<file path="src/rtl/inst_buffer.sv">
// Circular instruction FIFO between fetch and dispatch.
// The head entry is read with zero latency, and ib_full is raised one slot early.
module inst_buffer #(
    parameter int DEPTH = 8,
    parameter int XLEN  = 32
) (
    input  logic                     clock,
    input  logic                     reset,
    input  logic                     flush,
    input  logic                     in_valid,
    input  logic [31:0]              in_inst,
    input  logic [XLEN-1:0]          in_pc,
    input  logic [XLEN-1:0]          in_npc,
    output logic                     ib_full,
    input  logic                     dp_ready,
    output logic                     dp_valid,
    output logic [31:0]              dp_inst,
    output logic [XLEN-1:0]          dp_pc,
    output logic [XLEN-1:0]          dp_npc,
    output logic [$clog2(DEPTH):0]   count,
    output logic                     overflow
);

    localparam int AW = $clog2(DEPTH);
    localparam int CW = AW + 1;

    logic [31:0]     r_inst [DEPTH];
    logic [XLEN-1:0] r_pc   [DEPTH];
    logic [XLEN-1:0] r_npc  [DEPTH];
    logic [AW-1:0]   r_head;
    logic [AW-1:0]   r_tail;
    logic [CW-1:0]   r_count;
    logic            r_overflow;

    logic w_full;
    logic w_pop;
    logic w_push;
    logic w_drop;

    assign w_full = (r_count == CW'(DEPTH));
    assign w_pop  = dp_ready && dp_valid && !flush;
    assign w_push = in_valid && !flush && (!w_full || w_pop);
    assign w_drop = in_valid && !flush && w_full && !w_pop;

    // Storage is deliberately left out of reset; only the pointers decide validity.
    always_ff @(posedge clock) begin
        if (w_push) begin
            r_inst[r_tail] <= in_inst;
            r_pc[r_tail]   <= in_pc;
            r_npc[r_tail]  <= in_npc;
        end
    end

    always_ff @(posedge clock or negedge reset) begin
        if (!reset) begin
            r_head     <= '0;
            r_tail     <= '0;
            r_count    <= '0;
            r_overflow <= 1'b0;
        end else if (flush) begin
            r_head  <= '0;
            r_tail  <= '0;
            r_count <= '0;
        end else begin
            if (w_pop) begin
                r_head <= r_head + 1'b1;
            end
            if (w_push) begin
                r_tail <= r_tail + 1'b1;
            end
            if (w_push && !w_pop) begin
                r_count <= r_count + 1'b1;
            end else if (w_pop && !w_push) begin
                r_count <= r_count - 1'b1;
            end
            if (w_drop) begin
                r_overflow <= 1'b1;
            end
        end
    end

    assign dp_valid = (r_count != '0);
    assign dp_inst  = dp_valid ? r_inst[r_head] : '0;
    assign dp_pc    = dp_valid ? r_pc[r_head]   : '0;
    assign dp_npc   = dp_valid ? r_npc[r_head]  : '0;
    assign ib_full  = (r_count >= CW'(DEPTH - 1));
    assign count    = r_count;
    assign overflow = r_overflow;

endmodule

</file>
<file path="config.mk">
export PLATFORM = sky130hd
export DESIGN_NAME = inst_buffer
export DESIGN_NICKNAME = d
export VERILOG_FILES = /design/src/rtl/inst_buffer.sv
export SDC_FILE = /design/constraint.sdc
export NUM_CORES = 1
export LEC_CHECK = 0
export BUFFER_PORTS_ARGS = -buffer_cell sky130_fd_sc_hd__buf_2
export CAP_MARGIN = 10
export CORE_ASPECT_RATIO = 0.75
export CORE_MARGIN = 3
export CORE_UTILIZATION = 45
export DETAILED_ROUTE_END_ITERATION = 10
export GPL_TIMING_DRIVEN = 0
export SLEW_MARGIN = 20
export SYNTH_ARGS = -nofsm -noshare
export SYNTH_HDL_FRONTEND = slang
export SYNTH_SLANG_ARGS = --single-unit
</file>
<file path="constraint.sdc">
create_clock -name clock -period 28.8 [get_ports clock]
set_input_delay 2.88 -clock clock [delete_from_list [all_inputs] [get_ports clock]]
set_output_delay 2.88 -clock clock [all_outputs]
set_load 0.05 [all_outputs]
</file>
==> run summary <==
The highest fanout seen on the critical path is 10. The worst-case IR drop observed on VDD is 0.0860 mV. The logs give 204 for the I/O pin total and 157 MHz for the maximum frequency from static timing analysis. The tools report the total count of hold-check failures in the final report as 0. After Yosys synthesis, XOR and XNOR cells account for 0.176% of the synthesized area. Setup repair after global routing left no endpoint under its margin.

The placed instance area came out at 32,900 sq um. In the final layout, flip-flops and latches occupy 23,300 sq um. Max-cap violations in this run came to 0. The analysis attributes to net switching a power of 1.13 mW. The count of nets left with antenna violations once routing finished came out at 0. Global routing finished with a remaining overflow of 0. STA classifies the critical path startpoint as a flop. Clock tree synthesis found a total of 779 sinks. TritonCTS built the clock tree. Compared with the post-synthesis result, the final layout area differs by 18.5%.

At the end of routability-driven placement, the weighted congestion stood at 0.734. The library cell used most frequently in the layout, excluding fill and tap cells, is sky130_fd_sc_hd__edfxtp_1. The mapped netlist covers 29,800 sq um. Of the available clock period, the critical path in the final layout requires 22.2%. The later pin in the worst-skew pair is clocked with a latency of 600 ps. The class of the most critical hold timing path is reg -> reg. Summed over all cells, the static leakage comes to 11.5 nW. In this design, the critical path's most frequently occurring cell is sky130_fd_sc_hd__clkbuf_1. In the synthesized netlist the dominant register cell turns out to be sky130_fd_sc_hd__edfxtp_1. The critical path goes through clkbuf_1, clkbuf_1, mux4_2, mux2i_1, nor2_1, buf_2.

Type of the worst setup path: reg -> out. The first-pass iteration count of the detailed router was 5; the number of slew-limit violations in the final report was 0. The worst setup path is captured at a primary output.

For the count of hold buffers inserted by post-cts repair, the log shows 0. The number of nets in the synthesized netlist is 1,413. The routed layout has 14,112 vias. The clock skew after layout is 14.9 ps, and the detailed-route wire length per cell is 24.3 microns. The count of flip-flops with a built-in enable after synthesis came out at 768. The maximum number of pins on one net before global-route repair was 21; the design area was 35,300 sq um. The critical path data arrival time was 3510 ps.

The clock network accounts for 28.7% of the total power. The tools report the number of warnings printed during yosys synthesis as 0. In the synthesized netlist the async set-or-reset flop fraction comes to 1.41%.

Leaving out fill and tap cells, the most frequent cells in the layout are 768 x sky130_fd_sc_hd__edfxtp_1, 265 x sky130_fd_sc_hd__buf_2, 192 x sky130_fd_sc_hd__mux4_2, 107 x sky130_fd_sc_hd__nor2_1, 97 x sky130_fd_sc_hd__mux2i_1. The post-cts repair resize count was 0. After synthesis, the largest family of logic cells by area is multiplexers. The die covers 69,300 sq um. In this run, synthesis produced a sequential element count of 779. The logs give 3 for the H-tree depth reported by CTS and 1,124 for the DRC violation total after the first TritonRoute iteration. The tools report the total setup buffers inserted after CTS as 0. The effective utilization at floorplan was 45.6%; the detailed placer's ending HPWL was 42,400 microns. Across every metal layer, demand over resource in global routing totals 18.8%. In this run the deepest clock path goes through 3 buffers. Fill cells in the final layout number 5,039. The synthesized netlist contains 34 unique library cells.

The total CTS buffers is 75. The area share of fa/ha/maj cells after synthesis was 0.235%. On the critical path, the stage with the largest delay is an instance of sky130_fd_sc_hd__clkbuf_1. The simple logic cell fraction of the synthesized area was 1.88%; the critical path data required time was 25,920 ps. For this run, design rule violations remaining after detail routing come to 0. The headroom to the max-slew limit came out at 32.8%.

Of the cells placed in the final design, the portion with a size suffix greater than 1 is 36.9%. The overall die height works out to 229 microns. The total power density per cell area is 93.1 nW/um^2, and the post-CTS clock slew at the launch and capture registers of the worst setup and hold paths is 60 ps. For the wire length of the first global-routing pass, the log shows 95,500 microns. The internal portion of the total power is 2.16 mW. Average footprint of a synthesized cell: 22.8 sq um. The pin slew with the least headroom to its limit is 1010 ps, and the layout net count is 1,798. The worst path needs 6390 ps of the cycle, external delays included. Clock tree synthesis selected as its root buffer the cell sky130_fd_sc_hd__clkbuf_16.

Switching power as a share of total power: 34.3%. On the final layout, the worst hold slack is 473 ps. The combinational fraction of design power is 31.9%.

The via count of the first global-routing pass was 14,888; the number of cells produced by synthesis was 1,307. For this run, the slowest stage of the critical path takes 760 ps. Setup violations remaining at the end of the flow were counted as 0. Total negative slack for setup checks: 0 ps. The area taken by multi-input logic gates is 6160 sq um, and the number of I/O port buffers is 201.

The flow ran to the end, and the final reports show no timing, DRC or antenna violations. For this block, the routed nets add up to 63,700 microns of wire. In the routed layout, each cell is associated on average with a via count of 5.37. On the critical path the largest part of the delay comes from buffers and inverters.

The tools report the sequential cell fraction of total power as 39.4%. The number of rows created at floorplan is 81. The die outline width works out to 303 microns.

The floorplan step defined a core boundary enclosing 65,400 sq um. The initial antenna violation count is 14. For the share of synthesized area occupied by flip-flops and latches, the log shows 78.4%. The share of the synthesized area in compound gates (AO/OA/AOI/OAI) is 0.429%, and the multiplexer area fraction after synthesis is 17.8%. The buffer and inverter count on the worst path came out at 3.
## power by group through the flow
stage	Combinational, mW	Clock (mW)	Sequential (mW)
5_1_grt	1.12	1.01	1.30
2_1_floorplan	0.772	0	1.33
4_1_cts	1.07	0.968	1.29
6_report	1.05	0.944	1.29
3_5_place_dp	1.07	0	1.32
3_3_place_gp	1.05	0	1.34
## cells in the mapped netlist (3+ instances only)
master	number	area, sq um
sky130_fd_sc_hd__inv_1	7	26.3
sky130_fd_sc_hd__a21oi_1	4	20.0
sky130_fd_sc_hd__xnor2_1	3	26.3
sky130_fd_sc_hd__nand3_1	3	15.0
sky130_fd_sc_hd__mux4_2	192	4320
sky130_fd_sc_hd__o21ai_0	4	20.0
sky130_fd_sc_hd__nor2_1	110	413
sky130_fd_sc_hd__xor2_1	3	26.3
sky130_fd_sc_hd__nand2_1	5	18.8
sky130_fd_sc_hd__mux2i_1	97	971
sky130_fd_sc_hd__buf_2	30	150
sky130_fd_sc_hd__buf_1	17	63.8
sky130_fd_sc_hd__dfrtp_1	11	275
sky130_fd_sc_hd__ha_1	4	50.1
sky130_fd_sc_hd__nor3_1	5	25.0
sky130_fd_sc_hd__clkbuf_1	20	75.1
sky130_fd_sc_hd__edfxtp_1	768	23100
## per-stage QoR
stage	instances	util, %	total power, mW	setup slack (ps)
2_1_floorplan	1307	-	2.11	14650
3_3_place_gp	2379	48.8	2.39	4250
3_5_place_dp	2486	50.4	2.39	22160
4_1_cts	2622	54.0	3.33	22330
5_1_grt	2624	54.0	3.43	22200
6_report	2627	54.0	3.29	22410
## cells by family (layout without fill, tap and decap cells)
family	count (synthesis)	count (layout)
flops	779	779
fa+ha+maj	5	5
mux	289	289
simple gates	135	135
xor+xnor	6	6
other cells	0	5
buf+inv	76	520
compound gates	17	17
## worst paths after layout
check	from	to	slack [ps]	cells past startpoint
worst min-delay path	overflow	overflow	470	1
max in group asynchronous	reset	overflow	26430	1
min in group asynchronous	reset	count[0]	2150	1
worst max register to register	count[1]	r_pc[4][15]	24960	14
worst max-delay path	r_head[1]	dp_pc[1]	22410	6
worst min register to register	overflow	overflow	470	1
## flip-flops by register name, summed over array words and instances (netlist names)
signal and cells:
r_pc 256, r_tail 3, overflow 1, r_npc 256, count 4, r_head 3
r_inst 256
## final cells by class
cell class | instances | area share (%)
well taps | 871 | 3.09
multi-input cells | 452 | 17.4
plain buffers | 69 | 0.883
clock buffers | 98 | 5.62
diodes | 5 | 0.0355
repair buffers | 308 | 5.71
inverters | 7 | 0.0745
clock inverters | 38 | 1.02
flip-flops and latches | 779 | 66.1
## per-layer routing
metal	GRT usage, %	vias to the layer above	wire length [microns]
li1	-	6248	-
met1	26.6	7406	28000
met2	29.7	346	30600
met3	4.50	98	3730
met4	4.73	14	1230
met5	0	-	94
No activity file was read; power rests on OpenSTA's default activity.
